### config.mk
export PLATFORM = sky130hd
export DESIGN_NAME = instr_fetch_flat
export DESIGN_NICKNAME = d
export VERILOG_FILES = /design/src/rtl/instr_fetch_if.sv /design/src/rtl/instr_fetch.sv /design/src/flat_wrapper.sv
export SDC_FILE = /design/constraint.sdc
export NUM_CORES = 1
export LEC_CHECK = 0
export ABC_AREA = 1
export CAP_MARGIN = 20
export CORE_ASPECT_RATIO = 0.75
export CORE_MARGIN = 8
export CORE_UTILIZATION = 47
export DETAILED_ROUTE_END_ITERATION = 10
export HOLD_SLACK_MARGIN = 0.05
export PLACE_DENSITY = 0.9
export RECOVER_POWER = 50
export SETUP_SLACK_MARGIN = 0.05
export SLEW_MARGIN = 15
export SYNTH_ARGS = -nofsm -noshare
export SYNTH_HDL_FRONTEND = slang
export SYNTH_SLANG_ARGS = --single-unit
### constraint.sdc
create_clock -name clk -period 4.41 [get_ports clk]
set_input_delay 0.882 -clock clk [delete_from_list [all_inputs] [get_ports clk]]
set_output_delay 0.882 -clock clk [all_outputs]
set_load 0.02 [all_outputs]
### src/rtl/instr_fetch_if.sv
// Instruction-fetch bus: instruction-memory port, redirect/halt controls and
// the IF/ID handshake. The fetch unit takes the master side; the memory and
// the decode stage together form the slave side.
interface instr_fetch_if;
    logic [13:0] imem_pc;
    logic [31:0] imem_ir;
    logic        redirect_valid;
    logic [13:0] redirect_pc;
    logic        halt;
    logic        id_valid;
    logic        id_ready;
    logic [31:0] id_ir;
    logic [13:0] id_pc;

    modport master (
        output imem_pc,
        input  imem_ir,
        input  redirect_valid,
        input  redirect_pc,
        input  halt,
        output id_valid,
        input  id_ready,
        output id_ir,
        output id_pc
    );

    modport slave (
        input  imem_pc,
        output imem_ir,
        output redirect_valid,
        output redirect_pc,
        input  halt,
        input  id_valid,
        output id_ready,
        input  id_ir,
        input  id_pc
    );
endinterface

### src/rtl/instr_fetch.sv
// Instruction fetch stage.
// Drives a word address to a combinational instruction memory and presents
// the returned word to decode through a valid/ready slot. Redirects (taken
// branches/jumps) win over everything and cost one bubble; halt stops fetch
// until the next redirect or reset.
// Optional feature: define INSTR_FETCH_COUNT_EN to add the 32-bit
// instr_count output, counting IF/ID handshakes.
module instr_fetch #(
    parameter logic [13:0] RESET_PC = 14'd0,
    parameter logic [31:0] NOP_WORD = 32'h0000_0000
) (
    input  logic        clk,
    input  logic        rst,
    instr_fetch_if.master bus
`ifdef INSTR_FETCH_COUNT_EN
    ,
    output logic [31:0] instr_count
`endif
);

    localparam logic [1:0] S_BOOT   = 2'd0;
    localparam logic [1:0] S_FETCH  = 2'd1;
    localparam logic [1:0] S_HALTED = 2'd2;

    logic [1:0]  r_state;
    logic [13:0] r_pc;
    logic        r_id_valid;
    logic [31:0] r_id_ir;
    logic [13:0] r_id_pc;

    logic        w_slot_free;
    logic        w_fetch;
    logic        w_handshake;

    // The output slot can accept a new word when empty or being drained now.
    assign w_slot_free = !r_id_valid || bus.id_ready;
    // A fetch is captured only in FETCH, with a free slot and no redirect.
    assign w_fetch     = (r_state == S_FETCH) && w_slot_free && !bus.redirect_valid;
    // Decode consumes the presented word on this edge.
    assign w_handshake = r_id_valid && bus.id_ready;

    assign bus.imem_pc  = r_pc;
    assign bus.id_valid = r_id_valid;
    assign bus.id_ir    = r_id_ir;
    assign bus.id_pc    = r_id_pc;

    // Control FSM: BOOT idles one cycle, redirect always lands in FETCH,
    // halt parks in HALTED until the next redirect.
    always_ff @(posedge clk or posedge rst) begin
        if (rst) begin
            r_state <= S_BOOT;
        end else if (bus.redirect_valid) begin
            r_state <= S_FETCH;
        end else begin
            case (r_state)
                S_BOOT:   r_state <= S_FETCH;
                S_FETCH:  r_state <= bus.halt ? S_HALTED : S_FETCH;
                S_HALTED: r_state <= S_HALTED;
                default:  r_state <= S_BOOT;
            endcase
        end
    end

    // Program counter: load redirect target, else advance on each captured
    // fetch; the 14-bit add wraps 16383 -> 0 silently.
    always_ff @(posedge clk or posedge rst) begin
        if (rst) begin
            r_pc <= RESET_PC;
        end else if (bus.redirect_valid) begin
            r_pc <= bus.redirect_pc;
        end else if (w_fetch) begin
            r_pc <= r_pc + 14'd1;
        end
    end

    // IF/ID slot: flush on redirect, load on fetch, empty when drained,
    // otherwise hold (stall). An empty slot always carries the bubble word.
    always_ff @(posedge clk or posedge rst) begin
        if (rst) begin
            r_id_valid <= 1'b0;
            r_id_ir    <= NOP_WORD;
            r_id_pc    <= RESET_PC;
        end else if (bus.redirect_valid) begin
            r_id_valid <= 1'b0;
            r_id_ir    <= NOP_WORD;
        end else if (w_fetch) begin
            r_id_valid <= 1'b1;
            r_id_ir    <= bus.imem_ir;
            r_id_pc    <= r_pc;
        end else if (bus.id_ready) begin
            r_id_valid <= 1'b0;
            r_id_ir    <= NOP_WORD;
        end
    end

`ifdef INSTR_FETCH_COUNT_EN
    logic [31:0] r_instr_count;

    // Count every word handed to decode; free-running 32-bit wrap.
    always_ff @(posedge clk or posedge rst) begin
        if (rst) begin
            r_instr_count <= 32'd0;
        end else if (w_handshake) begin
            r_instr_count <= r_instr_count + 32'd1;
        end
    end

    assign instr_count = r_instr_count;
`else
    logic w_unused;
    assign w_unused = w_handshake;
`endif

endmodule

### src/flat_wrapper.sv
// flat-port wrapper written by rule: the top's interface ports become plain ports
module instr_fetch_flat 
#(
    parameter logic [13:0] RESET_PC = 14'd0,
    parameter logic [31:0] NOP_WORD = 32'h0000_0000
)
  (clk, rst, bus_imem_pc, bus_imem_ir, bus_redirect_valid, bus_redirect_pc, bus_halt, bus_id_valid, bus_id_ready, bus_id_ir, bus_id_pc);
  instr_fetch_if bus_i ();
  input  logic clk;
  input  logic rst;
  output wire logic [$bits(bus_i.imem_pc)-1:0] bus_imem_pc;
  input wire logic [$bits(bus_i.imem_ir)-1:0] bus_imem_ir;
  input wire logic [$bits(bus_i.redirect_valid)-1:0] bus_redirect_valid;
  input wire logic [$bits(bus_i.redirect_pc)-1:0] bus_redirect_pc;
  input wire logic [$bits(bus_i.halt)-1:0] bus_halt;
  output wire logic [$bits(bus_i.id_valid)-1:0] bus_id_valid;
  input wire logic [$bits(bus_i.id_ready)-1:0] bus_id_ready;
  output wire logic [$bits(bus_i.id_ir)-1:0] bus_id_ir;
  output wire logic [$bits(bus_i.id_pc)-1:0] bus_id_pc;
  assign bus_imem_pc = bus_i.imem_pc;
  assign bus_i.imem_ir = bus_imem_ir;
  assign bus_i.redirect_valid = bus_redirect_valid;
  assign bus_i.redirect_pc = bus_redirect_pc;
  assign bus_i.halt = bus_halt;
  assign bus_id_valid = bus_i.id_valid;
  assign bus_i.id_ready = bus_id_ready;
  assign bus_id_ir = bus_i.id_ir;
  assign bus_id_pc = bus_i.id_pc;
  instr_fetch #(.RESET_PC(RESET_PC), .NOP_WORD(NOP_WORD)) u_core (.clk(clk), .rst(rst), .bus(bus_i));
endmodule
==> results.toml <==
[run_status]
outcome = "finished with violations"
violations = "capacitance limit, slew limit"

[floorplanning]
start_util_pct = 48.9
io_pins = 112
die_h_um = 83.4
row_count = 24
die_x_um = 106
core-area_um2 = 5830
die-area_um2 = 8840

[synth]
syn_area_um2 = 2850
synth.distinct_cells = 31
synth-compound-area-share_pct = 4.87
synth-xor-area-share_pct = 0.922
synth.mux.area_fraction_pct = 0
ys_seq_area_share_pct = 55.3
synth-simple-area-share_pct = 32.8
synth-adder-area-share_pct = 0.439
yosysWarningCount = 0
syn_inst = 340
synth_fp_nets = 392
synth-seq-cells = 63
synth.avg_cell_area_um2 = 8.38
synth_top_family_by_area = "simple AND/OR/NAND/NOR gates"

[setup_path]
arrival_ns = 3.12
path_class = "input pin to flop"
crit_fanout = 41
worst-endpoint-required_ns = 4.62
cp-end-kind = "flop"
startpoint_type = "input pin"
r2r_cells = 7

[power_and_ir_drop]
clock_power_share_pct = 30.0
power-per-cell-area_nw_per_um2 = 429
pwr-share-seq_pct = 41.0
p_leak_nw = 2.06
p_int_mw = 1.22
switching_share_pct = 32.4
p_sw_mw = 0.585
ir_drop_mv = 0.231
combPwrFrac_pct = 29.0

[placed_design]
dp_hpwl_um = 6360
dp_slack_ns = 1.40
gp_congestion = 0.961
placement.io_buffers = 111

[global_routing]
grt.overflow.total = 0
grt_pass1_vias = 2848
grt_max_degree = 45
antenna_found_initial = 0
grt_pass1_wl_um = 14400
grtUsageTotal_pct = 20.1

[route]
drc = 0
drt_wl_total_um = 8740
drt_iter0_markers = 136
vias = 2759
ant_nets = 0
via_per_inst = 5.19
dr.pass1.iters = 7
routedWlPerCell_um = 16.4

[flow_run]
maxCapViolCount = 1

[sta]
skew_ns = 0.00641
slew_headroom_pct = -12.0
tightest_slew_ns = 1.68
min_period_ns = 2.91
final_max_slew_viol_count = 45
finalCritPeriodShare_pct = 65.9
max_clock_freq_ghz = 0.344
fin_setup_tns_ns = 0
rsz0062_at_grt = "no"
finalSetupViolCount = 0
hold_violations = 0
worst_slack_ns = 1.50

[clock_tree]
clock_path_buffers = 2
cts_resized = 0
holdBufCountCts = 0
numClockSinks = 63
tritoncts = "yes"
cts_root_buf = "clkbuf_8"
clk_pin_slew_worst_paths_ns = 0.07
cts_buffers = 9
clkLatencyLatePin_ns = 0.33
htreeDepth = 3
postCtsSetupRepairBufs = 0

[final_layout]
drive_above_1_share_pct = 7.49
seq_area_um2 = 1580
syn_to_final_growth_pct = 47.7
n_antenna_cell = 0
fillCellCount = 436
nNetsFinal = 502
multi_input_area_um2 = 1110

[worst_hold_path]
hold_path.class = "flop to flop"
hold_path_depth = 2
[cell usage after synthesis]
cell type / n / share of area (%)
nand3b_1: 2 / 0.53
nand2_4: 1 / 0.40
ha_1: 1 / 0.44
nand2_2: 4 / 0.88
nand3_2: 2 / 0.70
nand2_1: 129 / 17
dfrtp_1: 63 / 55
nor2_4: 3 / 1.2
nor2_2: 2 / 0.44
a21oi_1: 2 / 0.35
o21ai_1: 2 / 0.35
buf_1: 3 / 0.40
o211ai_1: 3 / 0.79
or2_2: 1 / 0.22
a31oi_1: 1 / 0.22
nor3_1: 1 / 0.18
inv_1: 15 / 2.0
clkbuf_1: 1 / 0.13
buf_2: 9 / 1.6
buf_4: 2 / 0.53
a22oi_1: 1 / 0.26
nand3_1: 46 / 8.1
o21bai_1: 1 / 0.26
buf_6: 1 / 0.40
inv_2: 5 / 0.66
xnor2_1: 1 / 0.31
or2_1: 1 / 0.22
o21ai_0: 15 / 2.6
nor2_1: 16 / 2.1
nand4_1: 4 / 0.88
xor2_1: 2 / 0.61
[power groups by stage]
stage | Combinational, mW | Sequential [mW] | Clock (mW)
final | 0.523 | 0.741 | 0.542
after global routing | 0.569 | 0.754 | 0.575
after CTS | 0.547 | 0.742 | 0.549
after detailed placement | 0.543 | 0.750 | 0
after global placement | 0.531 | 0.748 | 0
after floorplan | 0.172 | 0.842 | 0
[through the flow]
stage          std cells  cell area (µm²)  power (mW)  utilization, %  hold WS (ns)
6_report             532             4210        1.81            72.3         0.478
5_1_grt              532             4210        1.90            72.3         0.505
4_1_cts              532             4210        1.84            72.3         0.484
2_1_floorplan        340             2850        1.01               -         0.457
3_5_place_dp         517             4000        1.29            68.7         0.467
3_3_place_gp         517             4000        1.28            68.7         0.461
[worst max-delay path, cell delays in order]
cell and delay, ns:
dlygate4sd3_1 0.52, clkbuf_1 0.54, inv_1 0.34, nand2_4 0.22
inv_2 0.28, nand2_1 0.14, nand2_1 0.05, o21bai_1 0.14
[cell type report]
cell class / instances / area share [%]
inverter: 20 / 1.78
tap: 78 / 2.32
sequential: 63 / 37.4
timing repair buffer: 115 / 27.0
multi-input combinational: 241 / 26.4
clock inverter: 4 / 1.66
clock buffer: 11 / 3.36
[path summary, 6_finish.rpt]
path | start | endpoint | slack, ns
worst max-delay path | bus_redirect_valid | u_core.bus.imem_pc[8] | 1.50
worst min-delay path | u_core.bus.id_pc[1] | u_core.bus.id_pc[1] | 0.48
worst max register to register | u_core.r_state[0] | u_core.bus.imem_pc[3] | 2.80
worst min register to register | u_core.bus.id_pc[1] | u_core.bus.id_pc[1] | 0.48
max in group asynchronous | rst | u_core.bus.id_ir[3] | 1.83
min in group asynchronous | rst | u_core.bus.id_ir[19] | 1.51
[flip-flops by register name, summed over array words and instances (netlist names)]
signal / count
u_core.bus.imem_pc: 14
u_core.bus.id_valid: 1
u_core.bus.id_ir: 32
u_core.r_state: 2
u_core.bus.id_pc: 14
[logic make-up after synthesis]
kind of cell	Yosys count
AND/OR/NAND/NOR	212
flip-flops	63
buffers and inverters	36
AO/OA/AOI/OAI	25
XOR/XNOR	3
adder cells (fa/ha/maj)	1
[per-layer routing]
layer | up-vias | GRT usage, % | routed length, µm
met3 | 9 | 8.02 | 726
met1 | 1333 | 24.1 | 3670
met4 | 0 | 6.88 | 132
met2 | 112 | 32.1 | 4210
met5 | - | 0 | 0
li1 | 1305 | - | -
[layout by cell type (no fill, tap or decap), drive strengths merged]
cell and n:
o21bai 1, nand2 134, ha 1, or2 2, xnor2 1, nand3b 2, xor2 2, o211ai 3
dfrtp 63, o21ai 17, nand3 48, nor3 1, dlygate4sd3 29, a22oi 1, a31oi 1, clkbuf 12
a21oi 2, buf 3, nand4 4, nor2 21, bufinv 2, clkdlybuf4s50 82, clkinv 2, inv 20
(Power assumes the default switching activity.)
